### src/rtl/wb_pc_pkg.sv
// Shared types for the writeback / program-counter stage: PC source select,
// stage FSM states and the writeback source priority.
package wb_pc_pkg;

  typedef enum logic [1:0] {
    SEQ    = 2'd0,
    BRANCH = 2'd1,
    JUMP   = 2'd2,
    JREG   = 2'd3
  } pc_src_e;

  typedef enum logic [1:0] {
    RUN       = 2'd0,
    WAIT_UART = 2'd1,
    HALTED    = 2'd2
  } state_e;

  // Writeback sources, listed from lowest to highest priority.
  typedef enum logic [1:0] {
    WB_ALU  = 2'd0,
    WB_LINK = 2'd1,
    WB_MEM  = 2'd2,
    WB_UART = 2'd3
  } wb_src_e;

  function automatic wb_src_e wb_src_pick(input logic uart, input logic mem, input logic link);
    if (uart)      return WB_UART;
    else if (mem)  return WB_MEM;
    else if (link) return WB_LINK;
    else           return WB_ALU;
  endfunction

endpackage

### src/rtl/wb_pc_unit_next_pc_sel.sv
// Combinational next-PC selection. Flags a redirect whenever the chosen PC
// differs from the sequential successor.
module next_pc_sel
  import wb_pc_pkg::*;
#(
  parameter int IMW        = 2,
  parameter int DATA_WIDTH = 32
) (
  input  pc_src_e               pc_src_i,
  input  logic                  branch_taken_i,
  input  logic [IMW-1:0]        branch_target_i,
  input  logic [25:0]           inst_index_i,
  input  logic [DATA_WIDTH-1:0] register_data_i,
  input  logic [IMW-1:0]        pc_plus1_i,
  output logic [IMW-1:0]        next_pc_o,
  output logic                  redirect_o
);

  // Targets wider than the PC are truncated; the upper bits carry no meaning here.
  logic unused_hi;
  assign unused_hi = ^{inst_index_i[25:IMW], register_data_i[DATA_WIDTH-1:IMW]};

  always_comb begin
    next_pc_o = pc_plus1_i;
    case (pc_src_i)
      SEQ:    next_pc_o = pc_plus1_i;
      BRANCH: next_pc_o = branch_taken_i ? branch_target_i : pc_plus1_i;
      JUMP:   next_pc_o = inst_index_i[IMW-1:0];
      JREG:   next_pc_o = register_data_i[IMW-1:0];
      default: next_pc_o = pc_plus1_i;
    endcase
  end

  assign redirect_o = (next_pc_o != pc_plus1_i);

endmodule

### src/rtl/wb_pc_unit.sv
// Writeback + PC stage: selects and registers writeback data, owns the PC,
// blocks on UART reads and holds a halt state until reset.
module wb_pc_unit
  import wb_pc_pkg::*;
#(
  parameter int INST_MEM_WIDTH = 2,
  parameter int DATA_WIDTH     = 32,
  parameter int REG_ADDR_WIDTH = 5,
  parameter int RESET_PC       = 0,
  parameter int RETIRE_CNT_W   = 32
) (
  input  logic                      clk,
  input  logic                      reset,
  input  logic                      valid_in,
  input  logic                      reg_write_in,
  input  logic [REG_ADDR_WIDTH-1:0] rd_in,
  input  logic                      mem_to_reg,
  input  logic                      uart_to_reg,
  input  logic                      link_in,
  input  logic                      halt_in,
  input  pc_src_e                   pc_src,
  input  logic                      branch_taken,
  input  logic [DATA_WIDTH-1:0]     read_data,
  input  logic [DATA_WIDTH-1:0]     alu_result,
  input  logic [DATA_WIDTH-1:0]     register_data,
  input  logic [25:0]               inst_index,
  input  logic [INST_MEM_WIDTH-1:0] branch_target,
  input  logic [INST_MEM_WIDTH-1:0] pc_plus1,
  input  logic                      uart_valid,
  input  logic [DATA_WIDTH-1:0]     uart_data,
  output logic                      uart_ready,
  output logic                      stall,
  output logic                      reg_write_out,
  output logic [REG_ADDR_WIDTH-1:0] rd_out,
  output logic [DATA_WIDTH-1:0]     wb_data,
  output logic [INST_MEM_WIDTH-1:0] pc,
  output logic                      flush,
  output logic                      halted,
  output logic [RETIRE_CNT_W-1:0]   retired,
  output state_e                    dbg_state
);

  localparam logic [INST_MEM_WIDTH-1:0] RESET_PC_V = INST_MEM_WIDTH'(RESET_PC);

  // UART handshake: data transfers in a cycle where uart_valid && uart_ready.
  // uart_ready is only raised by a retiring UART read; upstream holds all
  // WB inputs stable for as long as stall is high.

  state_e                    state_q, state_d;
  logic [INST_MEM_WIDTH-1:0] pc_q, pc_d;
  logic                      reg_write_q, reg_write_d;
  logic [REG_ADDR_WIDTH-1:0] rd_q, rd_d;
  logic [DATA_WIDTH-1:0]     wb_data_q, wb_data_d;
  logic                      flush_q, flush_d;
  logic [RETIRE_CNT_W-1:0]   retired_q, retired_d;

  logic                      retire;
  logic [INST_MEM_WIDTH-1:0] next_pc;
  logic                      redirect;
  logic [DATA_WIDTH-1:0]     wb_sel;

  next_pc_sel #(
    .IMW       (INST_MEM_WIDTH),
    .DATA_WIDTH(DATA_WIDTH)
  ) u_next_pc_sel (
    .pc_src_i       (pc_src),
    .branch_taken_i (branch_taken),
    .branch_target_i(branch_target),
    .inst_index_i   (inst_index),
    .register_data_i(register_data),
    .pc_plus1_i     (pc_plus1),
    .next_pc_o      (next_pc),
    .redirect_o     (redirect)
  );

  always_comb begin
    state_d = state_q;
    retire  = 1'b0;
    stall   = 1'b0;
    case (state_q)
      RUN: begin
        if (valid_in) begin
          if (uart_to_reg && !uart_valid) begin
            stall   = 1'b1;
            state_d = WAIT_UART;
          end else begin
            retire  = 1'b1;
            state_d = halt_in ? HALTED : RUN;
          end
        end
      end
      WAIT_UART: begin
        if (uart_valid) begin
          retire  = 1'b1;
          state_d = halt_in ? HALTED : RUN;
        end else begin
          stall = 1'b1;
        end
      end
      HALTED: stall = 1'b1;
      default: state_d = RUN;
    endcase
  end

  // Gated by reset so an abandoned read never consumes UART data.
  assign uart_ready = retire && uart_to_reg && !reset;

  always_comb begin
    wb_sel = alu_result;
    case (wb_src_pick(uart_to_reg, mem_to_reg, link_in))
      WB_UART: wb_sel = uart_data;
      WB_MEM:  wb_sel = read_data;
      WB_LINK: wb_sel = DATA_WIDTH'(pc_plus1);
      WB_ALU:  wb_sel = alu_result;
      default: wb_sel = alu_result;
    endcase
  end

  always_comb begin
    pc_d        = pc_q;
    reg_write_d = 1'b0;
    rd_d        = rd_q;
    wb_data_d   = wb_data_q;
    flush_d     = 1'b0;
    retired_d   = retired_q;
    if (retire) begin
      reg_write_d = reg_write_in && (rd_in != '0);
      rd_d        = rd_in;
      wb_data_d   = wb_sel;
      retired_d   = retired_q + RETIRE_CNT_W'(1);
      // A halting instruction freezes the PC, so nothing younger is redirected.
      if (!halt_in) begin
        pc_d    = next_pc;
        flush_d = redirect;
      end
    end
  end

  always_ff @(posedge clk) begin
    if (reset) begin
      state_q     <= RUN;
      pc_q        <= RESET_PC_V;
      reg_write_q <= 1'b0;
      rd_q        <= '0;
      wb_data_q   <= '0;
      flush_q     <= 1'b0;
      retired_q   <= '0;
    end else begin
      state_q     <= state_d;
      pc_q        <= pc_d;
      reg_write_q <= reg_write_d;
      rd_q        <= rd_d;
      wb_data_q   <= wb_data_d;
      flush_q     <= flush_d;
      retired_q   <= retired_d;
    end
  end

  assign reg_write_out = reg_write_q;
  assign rd_out        = rd_q;
  assign wb_data       = wb_data_q;
  assign pc            = pc_q;
  assign flush         = flush_q;
  assign halted        = (state_q == HALTED);
  assign retired       = retired_q;
  assign dbg_state     = state_q;

endmodule

### config.mk
export PLATFORM = sky130hd
export DESIGN_NAME = wb_pc_unit
export DESIGN_NICKNAME = d
export VERILOG_FILES = /design/src/rtl/wb_pc_pkg.sv /design/src/rtl/wb_pc_unit_next_pc_sel.sv /design/src/rtl/wb_pc_unit.sv
export SDC_FILE = /design/constraint.sdc
export NUM_CORES = 1
export LEC_CHECK = 0
export CAP_MARGIN = 15
export CORE_AREA = 2 2 128 93
export DETAILED_ROUTE_END_ITERATION = 8
export DIE_AREA = 0 0 130 95
export GPL_TIMING_DRIVEN = 0
export MAX_ROUTING_LAYER = met4
export PLACE_DENSITY = 0.91
export SYNTH_ARGS = -nofsm -noshare
export SYNTH_HDL_FRONTEND = slang
export SYNTH_SLANG_ARGS = --single-unit
export TNS_END_PERCENT = 5
### constraint.sdc
create_clock -name clk -period 2.25 [get_ports clk]
set_input_delay 0.45 -clock clk [delete_from_list [all_inputs] [get_ports clk]]
set_output_delay 0.45 -clock clk [all_outputs]
set_load 0.03 [all_outputs]
### Word level (Yosys, flattened, before mapping)

Index checks and enable logic that the tools add are counted.

| storage, ports and cells | value |
|---|---|
| register bits | 75 |
| bits in latches | 0 |
| RAM bits | 0 |
| bits in read-only memories | 0 |
| output and inout bits | 78 |
| logic and storage cells | 55 |
| memories kept | 0 |

| cells by class | value |
|---|---|
| add/subtract/negate cells | 1 |
| $mul | 0 |
| divide/modulo/power cells | 0 |
| $lt $le $gt $ge | 0 |
| eq/ne operators | 11 |
| shift-type cells | 0 |
| mux-type cells | 19 |
| bitwise operators | 3 |
| reduce and logical (&&, ||, !) cells | 14 |

Operators with widths:

| operator | count |
|---|---|
| $pmux W32 S4 | 1 |
| $add A32 B1 Y32 const B | 1 |
| $mux W2 | 7 |
| $eq A2 B2 Y1 const B | 5 |
| $pmux W2 S4 | 1 |
| $mux W1 | 7 |
| $eq A2 B1 Y1 const B | 3 |
| $logic_not A2 Y1 | 3 |
| $pmux W2 S3 | 1 |
| $reduce_bool A5 Y1 | 1 |
| $logic_and A1 B1 Y1 | 4 |
| $ne A2 B2 Y1 const B | 2 |
| $not A1 Y1 | 3 |
| $pmux W1 S3 | 1 |
| $reduce_and A3 Y1 | 1 |
| $reduce_or A3 Y1 | 1 |
| $logic_not A1 Y1 | 2 |
| $ne A2 B2 Y1 | 1 |
| $pmux W1 S2 | 1 |
| $reduce_and A2 Y1 | 1 |
| $reduce_or A2 Y1 | 1 |

### Logic depth before layout (Yosys ltp)

| depth | value |
|---|---|
| word-level depth | 7 |
| gate-level depth with buffers | 7 |
| mapped depth without buffers | 5 |

### By module

A second synthesis with hierarchy kept.

| unflattened totals | value |
|---|---|
| cell total of the unflattened synthesis | 493 |
| area total of the unflattened synthesis | 3,990.1 µm² |

Modules (own cells, without submodules):

| module | instances | cells each | area each (µm²) |
|---|---|---|---|
| wb_pc_unit | 1 | 477 | 3,833.7 |
| next_pc_sel | 1 | 16 | 156.4 |

### Least setup slack after synthesis

Ideal clock, no wire load.

| path | value |
|---|---|
| path type | reg-to-output |
| start point | register state_q[0] (netlist: dbg_state[0]) |
| end point | output uart_ready |
| arrival | 2.121 ns |
| path slack | -0.321 ns |
| cell stages (with the launch flop) | 7 |
| cells stage by stage | dfxtp_1 -> clkbuf_2 -> o21ba_2 -> nand2_1 -> buf_2 -> buf_1 -> nor3b_1 |

| between the ends | value |
|---|---|
| cells in the longest elaborated chain, start to end | 4 |
| elaborated cells between the ends (all ways) | 5 |

RTL lines:

| what | line | RTL |
|---|---|---|
| from (decl) | wb_pc_unit.sv:49 | `state_e state_q, state_d;` |
| from (signal assigned) | wb_pc_unit.sv:149 | `state_q <= state_d;` |
| $eq A2 B1 Y1 / $logic_not A2 Y1 (equally long branches) | wb_pc_unit.sv:80 | `case (state_q)` |
| $pmux W1 S2 * | wb_pc_unit.sv:80 |  |
| $logic_and A1 B1 Y1 * (2 in a row) | wb_pc_unit.sv:106 | `assign uart_ready = retire && uart_to_reg && !reset;` |
| to (decl) | wb_pc_unit.sv:31 | `output logic uart_ready,` |

Mark *: on every way between the ends. The rest lies on a longest branch, timed or not.

### Worst setup path in the final report

Ends and elaborated chain as after synthesis.

==> out/qor.txt <==
unrepaired setup endpoints after global routing: yes
number of diodes: 0
TritonCTS buffer count: 9
die area: 12,350 µm²
DRT Wirelength: 14,720 µm
Vias: 4,617
worst slew pin tran: 0.6875 ns
Reg2Reg Launch Point: dbg_state[0]
status: finished, final reports clean
Crit path arrival time: 1.76 ns
Post-DP Area: 6289 µm²
CP Launch Type: flip-flop
Required @ worst endpoint: 1.80 ns
Synth Area in Compound Gates: 16.05%
Syn Nets: 693
Mapped Cells: 517
Syn-to-layout area delta: 62.15%
Avg WL per Cell: 16.61 µm
cell family with most CP delay: buffers and inverters
Remaining DRCs: 0
Slew headroom: 54.17%
vias in the first global route: 4,498
Clock Tree Buf Depth: 2
Chip Width: 130 µm
Starting DRT DRC Count: 290
row count: 33
xor/xnor share of the synthesized area: 1.481%
Pleak: 2.429 nW
Setup WS pre-CTS: -1.186 ns
Hold Path Origin: wb_data[22]
Root Driver: clkbuf_16
Hold Crit Class: reg -> reg
Crit Path Category: reg -> out
Main synth FF type: dfxtp_1
Final Hold Vio Count: 0
asr flop ratio synth: 0%
initial antenna violation count: 0
Post-synth EDFFs: 0
mux contribution to synthesized area: 6.832%
pin count of the biggest net entering global routing: 14
Max Freq: 0.4526 GHz
Max IR drop VDD: 0.3663 mV
post-synth cell types: 44
Clock Latency Late Sink: 0.33 ns
hold_ws: 0.4532 ns
Netlist Area Pre-Place: 4139 µm²
H-tree depth: 3
register bit total from synthesis: 75
CTS Sinks: 75
Final Cycle Share: 98.20%
layout cells sized above 1: 8.230%
multi-input combinational cell area: 2481 µm²
Post-Syn Area per Cell: 8.006 µm²
post-synthesis sequential area ratio: 36.28%
final setup fails: 0
GRT Overall Usage: 24.45%
P per Cell Area: 587.2 nW/µm²
Synth Area in Simple Gates: 34.01%
critical path capture point type: output pin
CP bufs+invs: 3
Nets: 900
Detail Placement HPWL: 11,320 µm
Clock Skews: 0.007877 ns
hold buffer count at cts: 0
DIE HEIGHT: 95 µm
final setup TNS: 0 ns
post-synthesis adder-cell area fraction: 0.3023%
core area: 11,270 µm²
IO buf count: 194
TritonRoute pass-1 iters: 5
CTS clock-pin slew for the worst setup and hold paths: 0.06 ns
synth warn: 0
Final Slew Violations: 0
Final ANT Viol Nets: 0
Max-Cap Viols: 0
CTS tree: yes
CP Launch Point: dbg_state[0]
total power: 3.941 mW
Critical-path top delay cell: dfxtp_1
Final min period: 2.210 ns
grt total ovfl: 0
first-pass GRT wire length: 22,790 µm
worst path cell trace: buf_2, o21ba_4, nand2_8, buf_4, nor3b_4, buf_6
crit path max fanout: 13
GPL Wtd Cong: 0.9009
setup slack after layout: 0.04042 ns
Fillers: 993
vias per cell: 5.211
Crit path largest cell delay: 0.35 ns
Boundary Pins: 253
Reg area: 1501 µm²
largest family of logic cells by synthesized area: simple AND/OR/NAND/NOR gates
final instance area: 6711 µm²
Initial Util: 36.72%
[cells by family (layout without fill, tap and decap cells)]
logic type,count (synthesis),count (layout)
adder cells (fa/ha/maj),1,1
AO/OA/AOI/OAI,99,99
buffers and inverters,50,262
XOR/XNOR,7,7
flip-flops,75,75
AND/OR/NAND/NOR,259,259
multiplexers,26,26
[cells in the mapped netlist, types with 3 or more instances]
library cell	count	area [µm²]
a21oi_1	46	230.2
nand3_1	41	205.2
nor4_1	5	31.28
nor4_2	3	37.54
or3_1	4	25.02
and3_1	3	18.77
nand4_1	4	25.02
buf_2	3	15.01
a211o_1	27	236.5
and4_1	3	26.28
nor2b_1	18	112.6
a221o_1	3	30.03
dfxtp_1	75	1501
nor3_1	19	95.09
clkbuf_1	32	120.1
mux2i_1	8	80.08
nor3b_1	28	210.2
nand2_1	54	202.7
or4_1	5	37.54
nand2b_1	30	187.7
nor2_1	34	127.6
inv_1	8	30.03
xnor2_1	5	43.79
mux2_2	16	180.2
o21ai_0	8	40.04
o31ai_1	4	30.03
buf_1	3	11.26
[timing repair]
action	4_1_cts	5_1_grt
gates resized for setup	26	5
setup buffers	1	2
setup endpoints to repair	3	14
pin swaps	1	1
[tightest hold or removal path, stage by stage, from the launching register on]
cell and delay [ns]:
dfxtp_1 0.31, nand2_1 0.05, a21oi_1 0.05
[cell type report]
class / count / share of cell area, %
plain buffers: 41 / 2.908
repair buffers: 197 / 29.29
clock inverters: 7 / 1.734
clock buffers: 9 / 3.356
multi-input cells: 392 / 36.97
well taps: 157 / 2.927
flip-flops and latches: 75 / 22.37
inverters: 8 / 0.4474
[state kept, by name, indices dropped and copies added, names as in the netlist]
signal / count
wb_data: 32
pc: 2
retired: 32
dbg_state: 2
rd_out: 5
reg_write_out: 1
flush: 1
[power by group]
part / total (mW) / switching (mW) / internal, mW / leakage, nW
Clock: 1.65 / 0.572 / 1.08 / 0.165
Sequential: 1.42 / 0.0352 / 1.39 / 0.611
Combinational: 0.865 / 0.439 / 0.426 / 1.65
[routing by layer]
metal	part of all wire [%]	global-route usage (%)	wire length, µm	vias to the layer above
met1	46	31.51	6763	2153
met4	1.6	5.914	242	0
met2	44	38.83	6486	194
met3	8.3	5.949	1228	24
met5	0	-	0	-
li1	-	-	-	2246
[through the flow]
| step | util [%] | cells |
|---|---|---|
| 6_report | 59.54 | 886 |
| 5_1_grt | 59.54 | 886 |
| 4_1_cts | 59.25 | 884 |
| 3_5_place_dp | 55.79 | 868 |
| 3_3_place_gp | 55.79 | 868 |
| 2_1_floorplan | - | 517 |
[worst paths after layout]
| path | to | slack, ns | cells after the start |
|---|---|---|---|
| setup / recovery | uart_ready | 0.04 | 6 |
| hold / removal | wb_data[22] | 0.45 | 2 |
| setup reg to reg | retired[18] | 0.20 | 7 |
| hold reg to reg | wb_data[22] | 0.45 | 2 |
[layout by cell type (no fill, tap or decap), types with 3 or more instances in the layout]
| cell type | count |
|---|---|
| o31ai_1 | 4 |
| nand2_1 | 53 |
| nand2b_1 | 30 |
| or4_1 | 5 |
| dlygate4sd2_1 | 3 |
| mux2i_1 | 8 |
| clkbuf_1 | 29 |
| nor4_2 | 3 |
| nor2b_1 | 18 |
| bufinv_16 | 3 |
| a21oi_1 | 46 |
| nor3_1 | 19 |
| nor4_1 | 5 |
| nor2_1 | 33 |
| clkdlybuf4s50_1 | 188 |
| nand3_1 | 41 |
| nor3b_1 | 27 |
| xnor2_1 | 5 |
| and3_1 | 3 |
| nand4_1 | 4 |
| o21ai_0 | 8 |
| inv_1 | 8 |
| buf_4 | 4 |
| or3_1 | 4 |
| clkbuf_16 | 9 |
| dfxtp_1 | 75 |
| buf_6 | 3 |
| buf_2 | 3 |
| a211o_1 | 27 |
| mux2_2 | 16 |
| and4_1 | 3 |
| a221o_1 | 3 |
No activity file was read; power rests on OpenSTA's default activity.
